===== config.mk =====
export PLATFORM = sky130hd
export DESIGN_NAME = shl_seq
export DESIGN_NICKNAME = d
export VERILOG_FILES = /design/src/rtl/shl_seq.sv
export SDC_FILE = /design/constraint.sdc
export NUM_CORES = 1
export LEC_CHECK = 0
export BUFFER_PORTS_ARGS = -buffer_cell sky130_fd_sc_hd__clkbuf_2
export CAP_MARGIN = 15
export CORE_UTILIZATION = 30
export CTS_BUF_LIST = sky130_fd_sc_hd__clkbuf_16
export DETAILED_ROUTE_END_ITERATION = 12
export SYNTH_ARGS = -nofsm -noshare
export SYNTH_HDL_FRONTEND = slang
export SYNTH_SLANG_ARGS = --single-unit

===== constraint.sdc =====
create_clock -name clock -period 2.5 [get_ports clock]
set_input_delay 0.25 -clock clock [delete_from_list [all_inputs] [get_ports clock]]
set_output_delay 0.25 -clock clock [all_outputs]
set_load 0.02 [all_outputs]

===== src/rtl/shl_seq.sv =====
// Multi-cycle logical shift left / rotate left, one bit per clock.
// A start/done handshake brackets each operation; Z holds the last result.
module shl_seq #(
   parameter int DATA_WIDTH = 32,
   parameter int SH_WIDTH   = 5
) (
   input  logic                  clock,
   input  logic                  clear,
   input  logic                  start,
   input  logic                  op,
   input  logic [DATA_WIDTH-1:0] A,
   input  logic [DATA_WIDTH-1:0] B,
   output logic                  busy,
   output logic                  done,
   output logic [DATA_WIDTH-1:0] Z,
   output logic                  cout,
   output logic [1:0]            o_dbg_state
);

   // Handshake: start is sampled on each rising edge and is accepted only
   // in IDLE or DONE; done is a one-cycle pulse in which Z and cout are valid.
   typedef enum logic [1:0] {
      S_IDLE  = 2'd0,
      S_SHIFT = 2'd1,
      S_DONE  = 2'd2
   } state_t;

   localparam logic [SH_WIDTH-1:0] CNT_ZERO = '0;
   localparam logic [SH_WIDTH-1:0] CNT_ONE  = {{(SH_WIDTH-1){1'b0}}, 1'b1};

   state_t                r_state;
   state_t                w_next;
   logic [DATA_WIDTH-1:0] r_val;
   logic [DATA_WIDTH-1:0] r_z;
   logic [SH_WIDTH-1:0]   r_cnt;
   logic                  r_op;
   logic                  r_cout;
   logic                  r_busy;
   logic                  r_done;

   logic [SH_WIDTH-1:0]   w_b_amt;
   logic [DATA_WIDTH-1:0] w_shifted;
   logic                  w_accept;
   logic                  w_last_step;
   logic                  w_unused_b;

   always_comb begin
      w_b_amt     = B[SH_WIDTH-1:0];
      w_accept    = start && (r_state != S_SHIFT);
      w_last_step = (r_state == S_SHIFT) && (r_cnt == CNT_ONE);
      w_shifted   = {r_val[DATA_WIDTH-2:0], r_op ? r_val[DATA_WIDTH-1] : 1'b0};
   end

   // Upper shift-amount bits are deliberately ignored.
   assign w_unused_b = ^B[DATA_WIDTH-1:SH_WIDTH];

   always_comb begin
      w_next = r_state;
      case (r_state)
         S_IDLE: begin
            if (w_accept) begin
               w_next = (w_b_amt == CNT_ZERO) ? S_DONE : S_SHIFT;
            end
         end
         S_SHIFT: begin
            if (r_cnt == CNT_ONE) begin
               w_next = S_DONE;
            end
         end
         S_DONE: begin
            if (w_accept) begin
               w_next = (w_b_amt == CNT_ZERO) ? S_DONE : S_SHIFT;
            end else begin
               w_next = S_IDLE;
            end
         end
         default: begin
            w_next = S_IDLE;
         end
      endcase
   end

   // busy/done are registered from the next state so they never glitch.
   always_ff @(posedge clock or posedge clear) begin
      if (clear) begin
         r_state <= S_IDLE;
         r_busy  <= 1'b0;
         r_done  <= 1'b0;
      end else begin
         r_state <= w_next;
         r_busy  <= (w_next == S_SHIFT);
         r_done  <= (w_next == S_DONE);
      end
   end

   always_ff @(posedge clock or posedge clear) begin
      if (clear) begin
         r_val  <= '0;
         r_cnt  <= '0;
         r_op   <= 1'b0;
         r_cout <= 1'b0;
         r_z    <= '0;
      end else if (w_accept) begin
         r_val  <= A;
         r_cnt  <= w_b_amt;
         r_op   <= op;
         r_cout <= 1'b0;
         if (w_b_amt == CNT_ZERO) begin
            r_z <= A;
         end
      end else if (r_state == S_SHIFT) begin
         r_val  <= w_shifted;
         r_cnt  <= r_cnt - CNT_ONE;
         r_cout <= r_val[DATA_WIDTH-1];
         if (w_last_step) begin
            r_z <= w_shifted;
         end
      end
   end

   assign busy        = r_busy;
   assign done        = r_done;
   assign Z           = r_z;
   assign cout        = r_cout;
   assign o_dbg_state = r_state;

endmodule


==> metrics.md <==
| Metric | Value |
|---|---|
| Commonest non-fill, non-tap cell in the layout | clkbuf_2 |
| Setup violators final | 0 |
| Status | finished clean |
| HPWL Detailed | 6.18 mm |
| Startpoint Class | flop |
| Worst Setup Slack, final | 0.544 ns |
| Layout Cell Area excl Fill | 0.00464 mm² |
| RSZ-0062 raised after global routing | no |
| Setup bufs post-CTS | 0 |
| Dpl cells | 601 |
| # clock sinks | 75 |
| Fill cell count | 1259 |
| Latest clock arrival within the worst-skew pair | 0.33 ns |
| Final Max Slew Viols | 0 |
| Global-route congestion overflow total | 0 |
| R2r setup slk | 0.54 ns |
| Clk pwr share | 26.5% |
| Switching power | 0.00216 W |
| Worst Path Arrival | 2.17 ns |
| Req. time, crit path | 2.72 ns |
| Die area | 0.0130 mm² |
| Setup WS pre-CTS | 0.564 ns |
| DR vias | 3093 |
| Root buf cell | clkbuf_16 |
| TritonRoute pass-1 iters | 4 |
| Library cells used by synthesis | 32 |
| EDFF count, synth | 0 |
| Synthesized area per cell | 9.79 µm² |
| CTS Buf Count | 9 |
| Rows | 40 |
| Switching Fraction | 38.3% |
| F_max | 511 MHz |
| Cell taking the most area after synthesis | dfrtp_1 |
| Most frequent cells in the layout | clkbuf_2, dfrtp_1, nand2_1 |
| IO Port Bufs | 77 |
| Worst Setup End Kind | flop |
| Slew headroom | 67.7% |
| N_diodes | 0 |
| Post-DR vias/cell | 5.00 |
| P_leak | 2.21 nW |
| Most used DFF post-synth | dfrtp_1 |
| Tmin final | 1.96 ns |
| Final ANT Viol Nets | 0 |
| Hold path depth | 2 |
| Post-route insts no fill | 618 |
| R2R depth | 6 |
| WL per Instance | 15.2 µm |
| Critical path class | reg -> reg |
| Post-Syn Area | 0.00375 mm² |
| Vias in the first global route | 3077 |
| Nets | 515 |
| First-pass GRT wire length | 15.8 mm |
| CTS tree | built |
| Setup tns final | 0 ns |
| Final period util | 78.2% |
| Initial antenna violation count | 0 |
| GRT Util Overall | 15.5% |
| Yosys reg bits | 75 |
| Hold crit path type | in -> reg |
| Area after DPL | 0.00428 mm² |
| P&R area growth vs syn | 23.6% |
| Share of layout cells above drive strength 1 | 25.6% |
| Asr flop ratio synth | 100% |
| Worst-path maximum fanout | 17 |
| Syn Nets | 453 |
| Final hold violation count | 0 |
| Area of the core | 0.0121 mm² |
| Die width | 114 µm |
| Sequential fraction of the synthesis area | 50.0% |
| Worst slew pin tran | 0.484 ns |
| Worst flop-to-flop path startpoint | r_cnt[1]$_DFFE_PP0P_ |
| H-tree depth | 3 |
| Largest net degree at the start of global routing | 63 |
| Clock buffer depth | 2 |
| Int Pwr | 0.00347 W |
| Clock Skews | 0.00721 ns |
| Sequential share of power | 37.9% |
| Top cell type's share of synthesized area | 50.0% |
| Min-delay src | op |
| DR DRC count | 0 |
| Tot Pwr | 0.00563 W |
| Clk pin slew, worst setup/hold paths | 0.06 ns |
| Combinational share of power | 35.6% |
| Routed Wire Length | 9.41 mm |
| Max VDD drop | 0.363 mV |
| Cell Pwr Density | 1210 mW/mm² |
| Syn Inst Count | 383 |
| Die Y | 114 µm |
| Initial Util | 31.0% |
| RR Endpoint | Z[15]$_DFFE_PP0P_ |
| DRT iter0 DRCs | 237 |
| Max Cap Viol | 0 |
| FF/Latch Area | 0.00188 mm² |
| Multi-input gate area | 0.00156 mm² |
| Io pins | 105 |
| Final estimated routing congestion in global placement | 0.764 |
| Worst Hold End | r_op$_DFFE_PP0N_ |
| Ys Warns | 0 |
| Area contributors post-synth | dfrtp_1, mux2i_1, a311oi_1 |
state kept, by name, summed over array words and instances, names as in the netlist:
name	cells
busy	1
o_dbg_state	2
r_val	32
r_cnt	5
cout	1
Z	32
done	1
r_op	1
worst max-delay path by stage:
| stage | depth (start not counted) | to | startpoint |
|---|---|---|---|
| after CTS | 6 | Z[15]$_DFFE_PP0P_ | r_cnt[1]$_DFFE_PP0P_ |
| after detailed placement | 6 | Z[15]$_DFFE_PP0P_ | r_cnt[1]$_DFFE_PP0P_ |
| final | 6 | Z[15]$_DFFE_PP0P_ | r_cnt[1]$_DFFE_PP0P_ |
| after floorplan | 1 | Z[0]$_DFFE_PP0P_ | clear |
| after global placement | 6 | Z[16]$_DFFE_PP0P_ | r_cnt[1]$_DFFE_PP0P_ |
| after global routing | 6 | Z[15]$_DFFE_PP0P_ | r_cnt[1]$_DFFE_PP0P_ |
repair_timing:
item,CTS,global route
resized for setup,0,0
hold endpoints to repair,24,0
hold buffers,1,0
worst max-delay path, cell delays in order (launching register included):
cell,delay (ns)
dfrtp_1,0.38
inv_1,0.09
ha_1,0.13
or4b_1,0.45
or2_1,0.24
buf_4,0.21
a311oi_1,0.33
synth_stat cells, drive strengths merged (3+ instances only):
cell	count
clkbuf	29
o21ai	34
dfrtp	75
nor3	33
nand2	35
a311oi	32
nor4	32
mux2i	34
a21oi	4
inv	35
buf	12
nand2b	3
power groups by stage:
| stage | Sequential (W) | Combinational, W | Clock [W] |
|---|---|---|---|
| final | 0.00213 | 0.00200 | 0.00149 |
| after global routing | 0.00221 | 0.00224 | 0.00157 |
| after CTS | 0.00214 | 0.00203 | 0.00152 |
| after detailed placement | 0.00214 | 0.00202 | 0 |
| after global placement | 0.00214 | 0.00198 | 0 |
| after floorplan | 0.00238 | 0.00113 | 0 |
metrics by stage:
stage          utilization, %  hold slack [ns]
6_report                 38.3            0.176
5_1_grt                  38.3            0.170
4_1_cts                  38.3            0.164
3_5_place_dp             35.4            0.271
3_3_place_gp             35.4            0.252
2_1_floorplan               -            0.348
per-layer routing:
metal / vias up / global-route usage (%) / wire length [µm]
li1: 1523 / - / -
met1: 1485 / 21.1 / 4450
met2: 74 / 24.1 / 4410
met3: 11 / 3.45 / 405
met4: 0 / 5.54 / 144
met5: - / 0 / 0
cell families after synthesis:
logic type | after synthesis | share of synthesized area (%)
multiplexers | 36 | 9.67
AO/OA/AOI/OAI | 77 | 14.7
buffers and inverters | 76 | 8.61
flip-flops | 75 | 50.0
AND/OR/NAND/NOR | 117 | 16.3
adder cells (fa/ha/maj) | 2 | 0.667
cell type report:
class                           instances  share of cell area (%)
Timing Repair Buffer                   92                    11.1
Multi-Input combinational cell        232                    33.7
Tap cell                              168                    4.53
Clock buffer                            9                    4.86
Clock inverter                          7                    2.51
Sequential cell                        75                    40.5
Inverter                               35                    2.86
No activity file was read; power rests on OpenSTA's default activity.
